==> src/rtl/writeback_stage_if.sv <==
// MEM/WB interface bundle: retiring instruction from MEM, ID read ports,
// register-file write port, bypass outputs and the retire counter.
interface writeback_stage_if;
  logic        wb_stall;
  logic        wb_flush;
  logic        mem_valid;
  logic        mem_reg_write;
  logic        mem_mem_to_reg;
  logic        mem_link;
  logic [1:0]  mem_load_size;
  logic        mem_load_unsigned;
  logic [1:0]  mem_byte_off;
  logic [4:0]  mem_dest;
  logic [31:0] mem_alu_result;
  logic [31:0] mem_load_data;
  logic [31:0] mem_link_addr;
  logic [4:0]  rd_addr1;
  logic [4:0]  rd_addr2;
  logic [31:0] rf_rdata1;
  logic [31:0] rf_rdata2;
  logic        rf_write;
  logic [4:0]  rf_addr;
  logic [31:0] rf_data;
  logic [31:0] byp_data1;
  logic [31:0] byp_data2;
  logic [31:0] retire_count;

  modport slave (
    input  wb_stall, wb_flush, mem_valid, mem_reg_write, mem_mem_to_reg, mem_link,
           mem_load_size, mem_load_unsigned, mem_byte_off, mem_dest,
           mem_alu_result, mem_load_data, mem_link_addr,
           rd_addr1, rd_addr2, rf_rdata1, rf_rdata2,
    output rf_write, rf_addr, rf_data, byp_data1, byp_data2, retire_count
  );

  modport master (
    output wb_stall, wb_flush, mem_valid, mem_reg_write, mem_mem_to_reg, mem_link,
           mem_load_size, mem_load_unsigned, mem_byte_off, mem_dest,
           mem_alu_result, mem_load_data, mem_link_addr,
           rd_addr1, rd_addr2, rf_rdata1, rf_rdata2,
    input  rf_write, rf_addr, rf_data, byp_data1, byp_data2, retire_count
  );
endinterface

==> src/rtl/writeback_stage.sv <==
// MEM/WB pipeline register and register-file write driver: result selection,
// big-endian load extraction, write-through bypass to ID, retire counter.
module writeback_stage (
  input  logic               clk,
  input  logic               rst_n,
  writeback_stage_if.slave   wb
);

  typedef struct packed {
    logic        reg_write;
    logic        mem_to_reg;
    logic        link;
    logic [1:0]  load_size;
    logic        load_unsigned;
    logic [1:0]  byte_off;
    logic [4:0]  dest;
    logic [31:0] alu_result;
    logic [31:0] load_data;
    logic [31:0] link_addr;
  } wb_fields_t;

  wb_fields_t  mem_fields;
  wb_fields_t  fields_d, fields_q;
  logic        valid_d, valid_q;
  logic [31:0] retire_count_d, retire_count_q;

  logic [7:0]  load_byte;
  logic [15:0] load_half;
  logic [31:0] load_ext;
  logic [31:0] result;
  logic        rf_write;
  logic [4:0]  rf_addr;
  logic [31:0] rf_data;

  always_comb begin
    mem_fields.reg_write     = wb.mem_reg_write;
    mem_fields.mem_to_reg    = wb.mem_mem_to_reg;
    mem_fields.link          = wb.mem_link;
    mem_fields.load_size     = wb.mem_load_size;
    mem_fields.load_unsigned = wb.mem_load_unsigned;
    mem_fields.byte_off      = wb.mem_byte_off;
    mem_fields.dest          = wb.mem_dest;
    mem_fields.alu_result    = wb.mem_alu_result;
    mem_fields.load_data     = wb.mem_load_data;
    mem_fields.link_addr     = wb.mem_link_addr;
  end

  // Flush kills the valid bit even while stalled; the fields simply hold.
  // NOTE: every combinational output gets its default first so no latch is inferred.
  always_comb begin
    fields_d       = fields_q;
    valid_d        = valid_q & ~wb.wb_flush;
    retire_count_d = retire_count_q;
    if (!wb.wb_stall) begin
      fields_d = mem_fields;
      valid_d  = wb.mem_valid & ~wb.wb_flush;
    end
    if (valid_q && !wb.wb_stall) begin
      retire_count_d = retire_count_q + 32'd1;
    end
  end

  // NOTE: state uses non-blocking assignments; all stored fields reset so the
  // write port reads zero straight out of reset.
  always_ff @(posedge clk or negedge rst_n) begin
    if (!rst_n) begin
      fields_q       <= '0;
      valid_q        <= 1'b0;
      retire_count_q <= '0;
    end else begin
      fields_q       <= fields_d;
      valid_q        <= valid_d;
      retire_count_q <= retire_count_d;
    end
  end

  // Big-endian lanes: offset 0 is the most significant byte.
  always_comb begin
    load_byte = 8'h00;
    case (fields_q.byte_off)
      2'd0:    load_byte = fields_q.load_data[31:24];
      2'd1:    load_byte = fields_q.load_data[23:16];
      2'd2:    load_byte = fields_q.load_data[15:8];
      default: load_byte = fields_q.load_data[7:0];
    endcase
    load_half = fields_q.byte_off[1] ? fields_q.load_data[15:0] : fields_q.load_data[31:16];
    case (fields_q.load_size)
      2'b01:   load_ext = {{16{~fields_q.load_unsigned & load_half[15]}}, load_half};
      2'b10:   load_ext = {{24{~fields_q.load_unsigned & load_byte[7]}}, load_byte};
      default: load_ext = fields_q.load_data;
    endcase
  end

  always_comb begin
    if (fields_q.link) begin
      result = fields_q.link_addr;
    end else if (fields_q.mem_to_reg) begin
      result = load_ext;
    end else begin
      result = fields_q.alu_result;
    end
  end

  assign rf_write = valid_q & fields_q.reg_write & (|fields_q.dest) & ~wb.wb_stall;
  assign rf_addr  = valid_q ? fields_q.dest : 5'd0;
  assign rf_data  = valid_q ? result : 32'd0;

  assign wb.rf_write     = rf_write;
  assign wb.rf_addr      = rf_addr;
  assign wb.rf_data      = rf_data;
  assign wb.retire_count = retire_count_q;

  // Write-through: ID sees the value being written this cycle; $zero reads 0.
  assign wb.byp_data1 = (wb.rd_addr1 == 5'd0) ? 32'd0 :
                        (rf_write && wb.rd_addr1 == rf_addr) ? rf_data : wb.rf_rdata1;
  assign wb.byp_data2 = (wb.rd_addr2 == 5'd0) ? 32'd0 :
                        (rf_write && wb.rd_addr2 == rf_addr) ? rf_data : wb.rf_rdata2;

endmodule

==> src/flat_wrapper.sv <==
// flat-port wrapper written by rule: the top's interface ports become plain ports
module writeback_stage_flat 
  (clk, rst_n, wb_wb_stall, wb_wb_flush, wb_mem_valid, wb_mem_reg_write, wb_mem_mem_to_reg, wb_mem_link, wb_mem_load_size, wb_mem_load_unsigned, wb_mem_byte_off, wb_mem_dest, wb_mem_alu_result, wb_mem_load_data, wb_mem_link_addr, wb_rd_addr1, wb_rd_addr2, wb_rf_rdata1, wb_rf_rdata2, wb_rf_write, wb_rf_addr, wb_rf_data, wb_byp_data1, wb_byp_data2, wb_retire_count);
  writeback_stage_if wb_i ();
  input  logic clk;
  input  logic rst_n;
  input wire logic [$bits(wb_i.wb_stall)-1:0] wb_wb_stall;
  input wire logic [$bits(wb_i.wb_flush)-1:0] wb_wb_flush;
  input wire logic [$bits(wb_i.mem_valid)-1:0] wb_mem_valid;
  input wire logic [$bits(wb_i.mem_reg_write)-1:0] wb_mem_reg_write;
  input wire logic [$bits(wb_i.mem_mem_to_reg)-1:0] wb_mem_mem_to_reg;
  input wire logic [$bits(wb_i.mem_link)-1:0] wb_mem_link;
  input wire logic [$bits(wb_i.mem_load_size)-1:0] wb_mem_load_size;
  input wire logic [$bits(wb_i.mem_load_unsigned)-1:0] wb_mem_load_unsigned;
  input wire logic [$bits(wb_i.mem_byte_off)-1:0] wb_mem_byte_off;
  input wire logic [$bits(wb_i.mem_dest)-1:0] wb_mem_dest;
  input wire logic [$bits(wb_i.mem_alu_result)-1:0] wb_mem_alu_result;
  input wire logic [$bits(wb_i.mem_load_data)-1:0] wb_mem_load_data;
  input wire logic [$bits(wb_i.mem_link_addr)-1:0] wb_mem_link_addr;
  input wire logic [$bits(wb_i.rd_addr1)-1:0] wb_rd_addr1;
  input wire logic [$bits(wb_i.rd_addr2)-1:0] wb_rd_addr2;
  input wire logic [$bits(wb_i.rf_rdata1)-1:0] wb_rf_rdata1;
  input wire logic [$bits(wb_i.rf_rdata2)-1:0] wb_rf_rdata2;
  output wire logic [$bits(wb_i.rf_write)-1:0] wb_rf_write;
  output wire logic [$bits(wb_i.rf_addr)-1:0] wb_rf_addr;
  output wire logic [$bits(wb_i.rf_data)-1:0] wb_rf_data;
  output wire logic [$bits(wb_i.byp_data1)-1:0] wb_byp_data1;
  output wire logic [$bits(wb_i.byp_data2)-1:0] wb_byp_data2;
  output wire logic [$bits(wb_i.retire_count)-1:0] wb_retire_count;
  assign wb_i.wb_stall = wb_wb_stall;
  assign wb_i.wb_flush = wb_wb_flush;
  assign wb_i.mem_valid = wb_mem_valid;
  assign wb_i.mem_reg_write = wb_mem_reg_write;
  assign wb_i.mem_mem_to_reg = wb_mem_mem_to_reg;
  assign wb_i.mem_link = wb_mem_link;
  assign wb_i.mem_load_size = wb_mem_load_size;
  assign wb_i.mem_load_unsigned = wb_mem_load_unsigned;
  assign wb_i.mem_byte_off = wb_mem_byte_off;
  assign wb_i.mem_dest = wb_mem_dest;
  assign wb_i.mem_alu_result = wb_mem_alu_result;
  assign wb_i.mem_load_data = wb_mem_load_data;
  assign wb_i.mem_link_addr = wb_mem_link_addr;
  assign wb_i.rd_addr1 = wb_rd_addr1;
  assign wb_i.rd_addr2 = wb_rd_addr2;
  assign wb_i.rf_rdata1 = wb_rf_rdata1;
  assign wb_i.rf_rdata2 = wb_rf_rdata2;
  assign wb_rf_write = wb_i.rf_write;
  assign wb_rf_addr = wb_i.rf_addr;
  assign wb_rf_data = wb_i.rf_data;
  assign wb_byp_data1 = wb_i.byp_data1;
  assign wb_byp_data2 = wb_i.byp_data2;
  assign wb_retire_count = wb_i.retire_count;
  writeback_stage u_core (.clk(clk), .rst_n(rst_n), .wb(wb_i));
endmodule
==> config.mk <==
export PLATFORM = sky130hd
export DESIGN_NAME = writeback_stage_flat
export DESIGN_NICKNAME = d
export VERILOG_FILES = /design/src/rtl/writeback_stage_if.sv /design/src/rtl/writeback_stage.sv /design/src/flat_wrapper.sv
export SDC_FILE = /design/constraint.sdc
export NUM_CORES = 1
export LEC_CHECK = 0
export CORE_MARGIN = 5
export CORE_UTILIZATION = 45
export DETAILED_ROUTE_END_ITERATION = 6
export PLACE_DENSITY = 0.8
export SLEW_MARGIN = 20
export SYNTH_ARGS = -nofsm -noshare
export SYNTH_HDL_FRONTEND = slang
export SYNTH_SLANG_ARGS = --single-unit
==> constraint.sdc <==
create_clock -name clk -period 5.32 [get_ports clk]
set_input_delay 1.064 -clock clk [delete_from_list [all_inputs] [get_ports clk]]
set_output_delay 1.064 -clock clk [all_outputs]
set_load 0.01 [all_outputs]
==> run_results.csv <==
group,metric,value,unit
sta,min_period,4.76,ns
synth,ys_top_cells_by_area,"dfrtp_1, mux2_2, mux2i_1, nand2_1, xnor2_1",
synth,ys_types,56,
cts,post_cts_buffers,0,
layout,synthToLayoutAreaGrowth,47.7,%
worst_setup_path,cp-startpoint,"u_core.fields_q[104]",
cts,cts.sinks,142,
synth,synth_top_area_cell,"dfrtp_1",
synth,muxShareOfSynthArea,20.2,%
layout,drive_gt1_share,16.8,%
global_route,grt_pass1_vias,7400,
sta,fin_setup_tns,0,ns
worst_setup_path,cp.depth,9,
die,die_h,146,µm
sta,setup_viol,0,
worst_setup_path,crit_family,"compound AO/OA/AOI/OAI gates",
global_route,grtUsageTotal,25.7,%
pwr,p_leak,5.31,nW
sta,skew,0.00688,ns
synth,synth_compound_area_share,12.8,%
synth,yosysSeqAreaShare,42.9,%
layout,final_util,68.0,%
sta,clock.fmax,0.210,GHz
synth,avgSynthCellArea,10.4,µm²
layout,layout.nets,1284,
synth,syn_area,8290,µm²
worst_setup_path,critical_path_class,"reg -> out",
sta,hold_viol_final,0,
pwr,power_density,270,nW/µm²
synth,synth-simple-area-share,14.6,%
worst_setup_path,endpoint,"wb_byp_data2[18]",
die,start_util,46.0,%
worst_setup_path,r2r-start,"u_core.valid_q",
synth,async_flop_share,100,%
drt,routed_via_density,5.56,
die,dieArea,21200,µm²
synth,synth-edff-count,0,
cts,clk_pin_slew_worst_paths,0.06,ns
synth,synth_xor_xnor_area_share,3.91,%
sta,post-route-period-util,89.4,%
synth,synthesis.nets,988,
synth,synthAdderAreaFrac,0.453,%
sta,tightestPinTransition,1.07,ns
synth,syn_inst,797,
drt,drtAntennaViolNets,0,
placement,io_buffers,321,
worst_setup_path,path_buf_inv,3,
cts,h-tree-depth,4,
cts,clk_latency,0.42,ns
worst_setup_path,arrival,3.69,ns
synth,synth-seq-cells,142,
drt,drc_errors,0,
worst_setup_path,worst_path_largest_cell_delay,0.80,ns
global_route,grt_pass1_wl,43300,µm
die,rows,49,
die,die_w,146,µm
worst_setup_path,cp_max_fo,23,
worst_setup_path,worstRegToRegCells,5,
cts,cts_max_path_buffers,2,
synth,yosys.area.top_type_share,42.9,%
drt,vias,7439,
cts,cts_resized,0,
layout,fillers,1405,
pwr,ir_worst_vdd,0.256,mV
worst_setup_path,reg2reg_slack,3.04,ns
cts,hold_buffers,0,
die,ioPinCount,322,
sta,slew_violations,0,
worst_setup_path,crit_top_cell,"inv_1",
sta,max_slew_margin,29.0,%
sta,rsz0062_at_grt,"false",
hold_path,min_path_type,"reg -> reg",
drt,first_pass_iters,5,
drt,wire_per_inst,21.1,µm
synth,synth_top_family_by_area,"multiplexers",
worst_setup_path,cp_cell_sequence,"inv_1 -> ha_1 -> nor2_1 -> nand2_1 -> a21oi_2 -> o311ai_1 -> inv_1 -> a22o_1 -> clkdlybuf4s50_1",
global_route,overflow,0,
worst_setup_path,cp-end-kind,"output port",
synth,ys.flop_type,"dfrtp_1",
worst_setup_path,crit_path_top_delay_cell,"a21oi_2",
worst_setup_path,crit_required,4.26,ns
synth,ys_warn_count,0,
cts,cts-root-buf,"clkbuf_16",
global_route,antenna_found_initial,3,
cts,cts_tree,"built",
worst_setup_path,setup.worst_path.start_class,"register",
placement,place_hpwl,21600,µm
pwr,power,0.00331,W
outcome,outcome,"completed",
cts,cts_made_buffers,17,
flow_run,cap_violations,0,
worst_setup_path,r2r_end,"u_core.wb.retire_count[25]",
global_route,grt_max_degree,109,
drt,wl,28200,µm
drt,drt_iter0_drc,497,
die,core,18000,µm²
placement,gp_congestion,0.858,
==> layout make-up <==
class / count / area [µm²] / area share [%]
Clock buffer: 22 / 474 / 3.87
Antenna cell: 3 / 7.51 / 0.0613
Clock inverter: 9 / 159 / 1.30
Sequential cell: 142 / 3560 / 29.0
Timing Repair Buffer: 335 / 3320 / 27.1
Tap cell: 229 / 287 / 2.34
Multi-Input combinational cell: 562 / 4310 / 35.2
Inverter: 35 / 131 / 1.07
==> report_power, final <==
part | total (W) | internal (W) | switching (W) | leakage [nW]
sequential | 0.00128 | 0.00118 | 0.0000988 | 1.72
combinational | 0.000757 | 0.000419 | 0.000338 | 3.28
clock | 0.00127 | 0.000821 | 0.000452 | 0.306
total | 0.00331 | 0.00242 | 0.000888 | 5.31
==> cell usage after synthesis, drive strengths merged, types with 4 or more instances <==
cell,count
dfrtp,142
mux2,120
nand2,86
inv,35
clkbuf,33
mux2i,32
nand2b,32
a21oi,27
nor2,27
xnor2,26
buf,25
nand3,20
o21ai,20
a22o,18
nand4,16
o311ai,16
o2bb2ai,14
o22ai,11
xor2,11
and2,10
nor2b,9
o21a,8
nor3,7
o221ai,7
a41o,6
and3,6
nand4b,4
or3,4
==> stage by stage <==
stage / instance area (µm²) / worst slack (ns) / cells / hold slack (ns)
finish: 12200 / 0.562 / 1337 / 0.472
CTS: 12200 / 0.505 / 1334 / 0.479
floorplan: 8290 / 1.77 / 797 / 0.470
global placement: 11600 / 0.636 / 1303 / 0.463
detailed placement: 11600 / 0.613 / 1303 / 0.471
global route: 12200 / 0.235 / 1337 / 0.493
==> kinds of logic (layout without fill, tap and decap cells) <==
kind of cell             Yosys count  count (layout)
other                              0               3
adder cells (fa/ha/maj)            3               3
AND/OR/NAND/NOR                  235             235
XOR/XNOR                          37              37
AO/OA/AOI/OAI                    135             135
flip-flops                       142             142
buffers and inverters             93             401
multiplexers                     152             152
==> layer usage <==
layer	share of wire (%)	routed length (µm)	up-vias	track usage, %
li1	-	-	3442	-
met1	43	12000	3658	35.2
met2	48	13500	305	41.3
met3	7.7	2160	34	5.82
met4	1.8	513	0	7.09
met5	0	0	-	0
==> how the worst min path moves through the flow <==
stage               cells past startpoint  slack [ns]                  startpoint                    endpoint
floorplan                               1        0.47         u_core.fields_q[16]         u_core.fields_q[16]
global placement                        1        0.46  u_core.wb.retire_count[31]  u_core.wb.retire_count[31]
detailed placement                      1        0.47  u_core.wb.retire_count[31]  u_core.wb.retire_count[31]
CTS                                     1        0.48  u_core.wb.retire_count[31]  u_core.wb.retire_count[31]
global route                            1        0.49  u_core.wb.retire_count[31]  u_core.wb.retire_count[31]
finish                                  1        0.47  u_core.wb.retire_count[31]  u_core.wb.retire_count[31]
==> layout by cell type (no fill, tap or decap), types with 26 or more instances in the layout <==
master	count
mux2_2	118
nor2_1	27
inv_1	35
clkdlybuf4s50_1	319
nand2_1	85
a21oi_1	26
dfrtp_1	139
nand2b_1	32
mux2i_1	32
xnor2_1	26
==> state kept, by name, summed over array words and instances (netlist names) <==
signal,cells
u_core.fields_q,109
u_core.valid_q,1
u_core.wb.retire_count,32
Power figures use the tool's default switching activity.
